===== config.mk =====
export PLATFORM = sky130hd
export DESIGN_NAME = rotate_detect16
export DESIGN_NICKNAME = d
export VERILOG_FILES = /design/src/rtl/rotate_detect16.sv
export SDC_FILE = /design/constraint.sdc
export NUM_CORES = 1
export LEC_CHECK = 0
export ABC_AREA = 1
export BUFFER_PORTS_ARGS = -buffer_cell sky130_fd_sc_hd__buf_2
export CAP_MARGIN = 20
export CORE_AREA = 2 2 94 96
export DETAILED_ROUTE_END_ITERATION = 12
export DIE_AREA = 0 0 96 98
export SETUP_SLACK_MARGIN = 0.1
export SLEW_MARGIN = 20
export SYNTH_ARGS = -nofsm -noshare
export SYNTH_HDL_FRONTEND = slang
export SYNTH_SLANG_ARGS = --single-unit

===== constraint.sdc =====
create_clock -name clk -period 1.7 [get_ports clk]
set_input_delay 0.255 -clock clk [delete_from_list [all_inputs] [get_ports clk]]
set_output_delay 0.255 -clock clk [all_outputs]
set_load 0.1 [all_outputs]

===== src/rtl/rotate_detect16.sv =====
// -----------------------------------------------------------------------------
// rotate_detect16
//
// Purpose:
//   Given an original 16-bit word (ref_in) and a rotated copy (rot_in), finds
//   the smallest left-rotate amount k (0..15) such that rotl(ref_in, k) equals
//   rot_in. The result is then expressed as the shortest rotation:
//   k <= 8 is reported as a left rotate by k, and k >= 9 as a right rotate by
//   16-k. The search is sequential and tests one candidate per clock.
//
// Ports:
//   clk     in   1   rising-edge clock
//   reset   in   1   asynchronous active-high reset
//   start   in   1   search request, only honoured in IDLE
//   ref_in  in  16   original (unrotated) word
//   rot_in  in  16   rotated word to decode
//   busy    out  1   high while searching
//   done    out  1   one-cycle pulse, result valid
//   found   out  1   1 = a rotation of ref_in equals rot_in
//   shift   out  4   decoded rotate amount, 0..8
//   lr      out  1   decoded direction, 1 = left, 0 = right
// -----------------------------------------------------------------------------
module rotate_detect16 (
    input  logic        clk,
    input  logic        reset,
    input  logic        start,
    input  logic [15:0] ref_in,
    input  logic [15:0] rot_in,
    output logic        busy,
    output logic        done,
    output logic        found,
    output logic [3:0]  shift,
    output logic        lr
);

    typedef enum logic [1:0] {
        ST_IDLE   = 2'd0,
        ST_SEARCH = 2'd1,
        ST_DONE   = 2'd2
    } state_t;

    state_t      state_q,  state_d;
    logic [15:0] work_q,   work_d;     // ref_in rotated left by k_q
    logic [15:0] target_q, target_d;   // captured rot_in
    logic [3:0]  k_q,      k_d;        // candidate rotate amount under test
    logic        busy_q,   busy_d;
    logic        done_q,   done_d;
    logic        found_q,  found_d;
    logic [3:0]  shift_q,  shift_d;
    logic        lr_q,     lr_d;

    // Rotate a 16-bit word left by one position.
    function automatic logic [15:0] rotl1(input logic [15:0] v);
        return {v[14:0], v[15]};
    endfunction

    // Map a left-rotate amount k onto the shortest rotation: returns {lr, shift}.
    // k = 8 is ambiguous (left 8 == right 8) and is reported as left.
    function automatic logic [4:0] encode_rot(input logic [3:0] k);
        logic [4:0] diff;
        diff = 5'd16 - {1'b0, k};
        if (k <= 4'd8) begin
            return {1'b1, k};
        end else begin
            return {1'b0, diff[3:0]};
        end
    endfunction

    // Next-state and next-output computation for the search sequencer.
    always_comb begin
        state_d  = state_q;
        work_d   = work_q;
        target_d = target_q;
        k_d      = k_q;
        found_d  = found_q;
        shift_d  = shift_q;
        lr_d     = lr_q;
        busy_d   = 1'b0;
        done_d   = 1'b0;

        case (state_q)
            ST_IDLE: begin
                if (start) begin
                    // Operands are captured once; results from the previous
                    // search are cleared as the new one begins.
                    work_d   = ref_in;
                    target_d = rot_in;
                    k_d      = 4'd0;
                    found_d  = 1'b0;
                    shift_d  = 4'd0;
                    lr_d     = 1'b0;
                    busy_d   = 1'b1;
                    state_d  = ST_SEARCH;
                end else begin
                    state_d  = ST_IDLE;
                end
            end

            ST_SEARCH: begin
                if (work_q == target_q) begin
                    // First hit is the smallest k, so periodic words resolve
                    // to their shortest period.
                    found_d           = 1'b1;
                    {lr_d, shift_d}   = encode_rot(k_q);
                    done_d            = 1'b1;
                    state_d           = ST_DONE;
                end else if (k_q == 4'd15) begin
                    found_d  = 1'b0;
                    shift_d  = 4'd0;
                    lr_d     = 1'b0;
                    done_d   = 1'b1;
                    state_d  = ST_DONE;
                end else begin
                    work_d   = rotl1(work_q);
                    k_d      = k_q + 4'd1;
                    busy_d   = 1'b1;
                    state_d  = ST_SEARCH;
                end
            end

            ST_DONE: begin
                state_d = ST_IDLE;
            end

            default: begin
                state_d = ST_IDLE;
            end
        endcase
    end

    // State and registered outputs; reset aborts any search in progress.
    always_ff @(posedge clk or posedge reset) begin
        if (reset) begin
            state_q  <= ST_IDLE;
            work_q   <= 16'd0;
            target_q <= 16'd0;
            k_q      <= 4'd0;
            busy_q   <= 1'b0;
            done_q   <= 1'b0;
            found_q  <= 1'b0;
            shift_q  <= 4'd0;
            lr_q     <= 1'b0;
        end else begin
            state_q  <= state_d;
            work_q   <= work_d;
            target_q <= target_d;
            k_q      <= k_d;
            busy_q   <= busy_d;
            done_q   <= done_d;
            found_q  <= found_d;
            shift_q  <= shift_d;
            lr_q     <= lr_d;
        end
    end

    assign busy  = busy_q;
    assign done  = done_q;
    assign found = found_q;
    assign shift = shift_q;
    assign lr    = lr_q;

endmodule


# After elaboration in Yosys (flattened, before gate mapping)
# Index checks and enable logic that the tools add are counted.
[op_classes]
n_mux = 29
multipliers = 0
n_bitwise = 0
order_cmp = 1
n_reduce_logical = 5
eq_ne = 7
shifts = 0
n_div = 0
add_sub_neg = 2
[op_table]
columns = ["operator", "n"]
rows = [
  ["16-bit two-way mux", 3],
  ["16-bit one-hot mux with 2 select lines", 1],
  ["4-bit two-way mux", 5],
  ["16-bit == test", 1],
  ["4-bit one-hot mux with 2 select lines", 2],
  ["1-bit two-way mux", 11],
  ["2-bit inequality test (second input constant)", 3],
  ["1-bit one-hot mux with 2 select lines", 3],
  ["5-bit two-way mux", 1],
  ["4-bit by 1-bit adder with 4-bit output (second input constant)", 1],
  ["4-bit == test (second input constant)", 1],
  ["4-bit <= comparator (second input constant)", 1],
  ["2-bit two-way mux", 2],
  ["2-bit one-hot mux with 2 select lines", 1],
  ["4-bit AND reduction", 1],
  ["1-bit by 4-bit subtractor with 4-bit output (first input constant)", 1],
  ["3-bit inequality test (second input constant)", 1],
  ["3-bit AND reduction", 1],
  ["2-bit by 1-bit == test with 1-bit output (second input constant)", 1],
  ["2-bit zero test", 1],
  ["2-bit AND reduction", 1],
  ["2-bit nonzero test", 1],
]
[totals]
latch_bits = 0
memories = 0
output_inout_bits = 8
elab_cells = 53
reg_bits = 46
romBits = 0
ram_bits = 0

# Longest topological paths before layout
# Gate-level depths: netlist of run 1.
[logic_depth]
ltp_word = 4
ltp_mapped = 11

# Worst setup path before layout of run 1
# OpenSTA, ideal clock, no wires.
[synth_timing]
path_kind = "flip-flop to flip-flop"
from = "register state_q[0]"
to = "register k_q[0]"
synth_period_minus_slack_ns = 2.019
setup_ns = 0.118
arrival_time_ns = 1.901
slack_ns = -0.319
stages_incl_launch_ff = 9
path_cell_list = "dfrtp_1 > inv_1 > nor2_4 > inv_2 > nor2_1 > inv_2 > buf_2 > nand4_1 > nand2_1"
[synth_between]
elab_chain_cells = 3
word_cells_on_any_way = 8
[synth_rtl]
columns = ["element", "line_no", "text"]
rows = [
  ["start, declared", "42", "state_t state_q, state_d;"],
  ["start signal, assigned", "144", "state_q <= state_d;"],
  ["2-bit by 1-bit == test with 1-bit output / 2-bit zero test (equally long branches)", "81", "case (state_q)"],
  ["2-bit inequality test (no line) / 2-bit nonzero test (equally long branches)", "--", ""],
  ["4-bit AND reduction (no line)", "--", ""],
  ["end signal, assigned", "147", "k_q <= k_d;"],
  ["end, declared", "45", "logic [3:0] k_q, k_d;"],
]
# Parallel ways exist; a longest one is shown, timed or not.
# A chain may end at the register's enable or synchronous reset.

# Final worst setup path of run 1
[layout_timing]
from = "register state_q[0]"
to = "register work_q[1]"
[layout_between]
elab_chain_cells = 3
word_cells_on_any_way = 8
[layout_rtl]
columns = ["element", "line_no", "text"]
rows = [
  ["2-bit by 1-bit == test with 1-bit output / 2-bit zero test (equally long branches)", "81", ""],
  ["2-bit inequality test (no line) / 2-bit nonzero test (equally long branches)", "--", ""],
  ["4-bit AND reduction (no line)", "--", ""],
  ["end signal, assigned", "145", "work_q <= work_d;"],
  ["end, declared", "43", "logic [15:0] work_q, work_d;"],
]
# Parallel ways exist; a longest one is shown, timed or not.

==> results of run 1 <==
==> area by class of cell <==
class / count / area [sq um]
fillers: 881 / 5323
flip-flops and latches: 45 / 1131
multi-input cells: 233 / 1120
repair buffers: 66 / 470.5
inverters: 45 / 170.2
well taps: 108 / 135.1
clock buffers: 7 / 86.33
clock inverters: 1 / 30.03
==> cell usage after synthesis, drive strengths merged, types with 2 or more instances <==
cell    instances  share of area
a21oi           4         0.0082
buf             9          0.023
clkbuf          8          0.012
dfrtp          45           0.46
ha              2          0.010
inv            44          0.067
nand2         121           0.19
nand3          25          0.055
nand4          26          0.066
nor2           18          0.033
o21ai          35          0.071
==> sequential cells by signal (all words and copies together), names as in the netlist <==
name / count
target_q: 16
work_q: 16
k_q: 4
shift: 4
state_q: 2
done: 1
found: 1
lr: 1
==> per-layer routing <==
layer,up-vias,GRT usage,routed length (microns)
li1,1199,-,-
met1,1087,0.1840,2781
met2,50,0.2206,2968
met3,7,0.02546,259
met4,0,0.03736,85
met5,-,0,0
==> final timing paths <==
check / startpoint / endpoint / slack [ps] / depth (start not counted)
worst max-delay path: state_q[0] / work_q[1] / 200 / 7
max in group asynchronous: reset / state_q[0] / 800 / 4
worst max register to register: state_q[0] / work_q[1] / 200 / 7
min in group asynchronous: reset / done / 410 / 3
worst min-delay path: rot_in[7] / target_q[7] / 160 / 3
worst min register to register: k_q[3] / k_q[3] / 510 / 2
==> cell families after synthesis <==
kind of cell / synth area share
AND/OR/NAND/NOR: 0.3461
AO/OA/AOI/OAI: 0.07963
flip-flops: 0.4594
adder cells (fa/ha/maj): 0.01021
buffers and inverters: 0.1046
==> timing repair <==
item	in CTS	in global routing
endpoints found under the setup margin	0	27
hold buffers	1	0
buffers inserted	0	7
endpoints found under the hold margin	7	0
gates resized for setup	0	22
==> critical path, stage by stage, from the launching register on <==
cell and delay, ps:
dfrtp_4 440, inv_1 80, nor2_4 210, inv_2 80, buf_4 200, o21ai_0 220, nand4_1 130, nand2_1 80
==> stage by stage <==
| step | utilization | cells |
|---|---|---|
| after floorplan | - | 340 |
| after detailed placement | 0.3373 | 486 |
| after global routing | 0.3713 | 505 |
| after global placement | 0.3373 | 486 |
| final | 0.3713 | 505 |
| after CTS | 0.3522 | 495 |
==> power by group <==
group / switching [uW] / internal, uW
Clock: 373 / 480
Sequential: 309 / 1520
Combinational: 1440 / 999
==> reports/metrics.cfg, run 1 <==
[synth]
synth_seq_area_share=0.4594
synthArstFlopShare=1.000
synthCells=340
yosys_warnings=0
synth_enable_flop_cells=0
ys_seq_elements=45
synth.distinct_cells=20
synth_ff_type=dfrtp_1
netlist_area_sq_um=2451
syn_avg_cell_area_sq_um=7.209
synth_nets=377

[worst_setup_path]
crit_type=register to register
required_ps=1940
startpoint_type=register
critical_path.endpoint_type=register
cp.arrival_ps=1740
cp_max_fo=16

[final_layout]
n_antenna_cell=0
area_growth_pct=28.23
layout_commonest_cell=nand2_1
mostFrequentLayoutCells=nand2_1 (118), dfrtp_1 (43), buf_2 (42), inv_1 (38), o21ai_0 (35)
final_layout_size_suffix_gt1_frac=0.2368
final_nets=433
stdcell_area_sq_um=3143

[placed_design]
gp_congestion=0.8156
dpl.hpwl_microns=4193
io_buffers=42
placed_cell_area_sq_um=2855
dpl_worst_slack_ps=146.9

[clock_tree]
path_clk_slew_ps=90
clock_path_buffers=2
clkLatencyLatePin_ps=300
cts_sinks=45
cts_buffers=5
root_buffer=clkbuf_8
cts_max_level=2
cts_tree=done

[sta]
report.final.slew_viol_count=0
slew_headroom=0.6627
post-route-period-util=0.8804
fin_worst_skew_ps=8.320
rsz0062_at_grt=false
fmax_mhz=668.2
holdWs_ps=161.6
tightest_slew_ps=505.3
hold_violations=0
setup_viol_count_final=0
setup_tns_ps=0
fin_crit_ps=1497
setup_slack_ps=203.4

[detailed_routing]
vias_per_cell=4.640
first_iter_violations=143
vias=2343
avgRoutedWirePerCell_microns=12.07
drt-pass1-iter-count=4
ant_nets=0
drt-total-wl_microns=6095
drc_errors=0

[grt]
grt_max_degree=39
grt_antenna_before_repair=0
grt_overflow=0
grt_pass1_vias=2165
grt_usage=0.1359
grt_pass1_wl_microns=10220

[floorplan]
fp.dieW_microns=96
core-area_sq_um=8466
rows=34
num_io_pins=43
start_util=0.2895
die_y_microns=98
die_area_sq_um=9408

[hold_path]
hold_path_class=primary input to register

[power]
irDropWorstVdd_v=0.0005765
leakage_uw=0.001664
power_uw=5123
powerDensity_nw_per_um2=1630

[run_status]
status=completed

[flow_run]
max_cap_viol_count=0

Note: power is estimated with default switching activity, not from simulation.
==> run 2: changes to the inputs <==
--- a/config.mk
+++ b/config.mk
@@ -5,12 +5,11 @@
 export SDC_FILE = /design/constraint.sdc
 export NUM_CORES = 1
 export LEC_CHECK = 0
-export ABC_AREA = 1
 export BUFFER_PORTS_ARGS = -buffer_cell sky130_fd_sc_hd__buf_2
 export CAP_MARGIN = 20
-export CORE_AREA = 2 2 94 96
+export CORE_AREA = 2 2 93 95
 export DETAILED_ROUTE_END_ITERATION = 12
-export DIE_AREA = 0 0 96 98
+export DIE_AREA = 0 0 95 97
 export SETUP_SLACK_MARGIN = 0.1
 export SLEW_MARGIN = 20
 export SYNTH_ARGS = -nofsm -noshare
==> run 2 against run 1 <==
Against the previous run: the run now ends with negative setup slack left; final area is 2.1% higher; highest routed layer unchanged; clock power grew 0.7%; combinational power grew 7%; largest power group unchanged; flip-flop and latch count did not move; worst hold slack lost 25 ps; global-route usage is 1.5 points higher; critical path depth shrank 1; synthesized area down 2.3%.
==> reports/metrics.cfg, run 2 <==
[run_status]
status=finished with violations
violations=negative setup slack

[synth]
netlist_area_sq_um=2394
synth_nets=297
synthArstFlopShare=1.000
yosys_warnings=0
synth_ff_type=dfrtp_1
ys_seq_elements=45
synth_commonest_cells=nand2_1 (68), dfrtp_1 (45), nor2b_1 (19), a21oi_1 (17), o21ai_0 (17)
synth_top_area_frac=0.4705
synth_most_common_cell=nand2_1
synth.distinct_cells=32
synth_top_area_cell=dfrtp_1
synth_enable_flop_cells=0
synth_seq_area_share=0.4705
syn_avg_cell_area_sq_um=9.206
synth_area_leaders=dfrtp_1 (47%), nand2_1 (11%), a221o_1 (6.7%)
synthCells=260

[flow_run]
max_cap_viol_count=0

[power]
powerDensity_nw_per_um2=1656
p_int_uw=3224
netSwitchingPower_uw=2092
leakage_uw=0.001568
pwr-share-comb=0.490
irDropWorstVdd_v=0.0005063
p_sw_frac=0.3935
power.share.sequential=0.349
power_uw=5316
power_frac_clock=0.162

[placed_design]
dpl.hpwl_microns=4936
gp_congestion=0.8924
io_buffers=42
dp_cells=434

[grt]
grt_pass1_wl_microns=10810
grt_max_degree=30
grt_pass1_vias=2148
grt_overflow=0
grt_usage=0.1513
grt_antenna_before_repair=0

[sta]
setup_slack_ps=-145.5
report.final.slew_viol_count=0
setup_tns_ps=-2776
fin_worst_skew_ps=12.08
tightest_slew_ps=679.4
fin_crit_ps=1846
fmax_mhz=541.8
hold_violations=0
setup_viol_count_final=27
slew_headroom=0.5443
post-route-period-util=1.086
holdWs_ps=136.7
rsz0062_at_grt=true

[detailed_routing]
ant_nets=0
drt-total-wl_microns=6649
avgRoutedWirePerCell_microns=14.94
vias=2187
drt-pass1-iter-count=4
drc_errors=0
vias_per_cell=4.915
first_iter_violations=102

[final_layout]
final_nets=376
fin_cells=445
area_growth_pct=34.13
n_antenna_cell=0
mostFrequentLayoutCells=nand2_1 (67), dfrtp_1 (44), buf_2 (42), buf_4 (38), nor2b_1 (18)
layout_commonest_cell=nand2_1
top_regs=target_q x16, work_q x16
final_layout_size_suffix_gt1_frac=0.3176

[worst_setup_path]
path_buf_inv=1
path_cells=xor2_1 -> nor4_2 -> and4_4 -> nor3_4 -> buf_6 -> a221o_1
cp_max_fo=9
slowest_delay_ps=420
startpoint=work_q[14]
r2r_start=work_q[14]
required_ps=1890
cpMaxStageDelayCell=dfrtp_1
startpoint_type=register
cp.arrival_ps=2040
cpLargestDelayFamily=simple AND/OR/NAND/NOR gates
r2r_setup_slack_ps=-150
crit_type=register to register
rr_worst_depth=6
critical_path.endpoint_type=register
crit-reg2reg-capture=work_q[3]

[clock_tree]
clock_path_buffers=2
cts_max_level=2
cts_sinks=45
cts_buffers=5
path_clk_slew_ps=80
root_buffer=clkbuf_8
clkLatencyLatePin_ps=310
cts_tree=done

[floorplan]
core-area_sq_um=8134
num_io_pins=43
fp.dieW_microns=95
rows=33
start_util=0.2943
die_area_sq_um=9215
die_y_microns=97

[hold_path]
hold_depth=3
hold_path_class=primary input to register
hp-start=rot_in[1]
whs_endpoint=target_q[1]

run 2: layout make-up:
cell class	instances	area, sq um
fill	821	4923
multi-input combinational	192	1236
sequential	45	1130
timing repair buffer	85	559.3
tap	105	131.4
clock buffer	7	86.33
inverter	10	37.54
clock inverter	1	30.03
run 2: worst max-delay path by stage:
| stage | end | cells past startpoint |
|---|---|---|
| after CTS | work_q[2] | 6 |
| after floorplan | work_q[11] | 7 |
| after detailed placement | work_q[7] | 6 |
| after global placement | work_q[5] | 6 |
| after global routing | work_q[4] | 6 |
| final | work_q[3] | 6 |
run 2: worst register-to-register path, delay by kind of cell, from the launching register on:
family	cells	cell delay, ps
AND/OR/NAND/NOR	3	700
buffers and inverters	1	140
XOR/XNOR	1	170
flip-flops	1	420
AO/OA/AOI/OAI	1	310
run 2: cell families (layout without fill, tap and decap cells):
family	after synthesis	after routing	synth area share
buffers and inverters	23	103	0.04600
flip-flops	45	45	0.4705
XOR/XNOR	17	17	0.06220
AND/OR/NAND/NOR	108	108	0.2201
adder cells (fa/ha/maj)	2	2	0.01045
AO/OA/AOI/OAI	63	63	0.1824
multiplexers	2	2	0.008364
run 2: repair_timing:
item,CTS,global route
setup endpoints to repair,29,45
endpoints found under the hold margin,16,0
pin swaps,4,8
buffers inserted,0,2
hold buffers,1,0
resized for setup,6,8
cloned,0,0
run 2: stage by stage:
step	worst slack [ps]	instance area (sq um)	utilization
4_1_cts	-146.7	3142	0.3862
3_5_place_dp	-238.2	2988	0.3673
6_report	-145.5	3211	0.3947
2_1_floorplan	-73.38	2417	-
5_1_grt	-197.7	3211	0.3947
3_3_place_gp	-247.8	2988	0.3673
run 2: per-layer routing:
layer	routed length (microns)	global-route usage	vias to the layer above
li1	-	-	1060
met1	3116	0.2117	1059
met2	3099	0.2357	59
met3	314	0.02960	9
met4	119	0.04459	0
met5	0	0	-
run 2: power groups by stage:
| stage | clock, uW | combinational, uW | sequential (uW) |
|---|---|---|---|
| after floorplan | 0 | 1390 | 1940 |
| after global placement | 0 | 2310 | 1840 |
| after detailed placement | 0 | 2360 | 1850 |
| after CTS | 877 | 2450 | 1830 |
| after global routing | 925 | 2840 | 1900 |
| final | 859 | 2600 | 1850 |
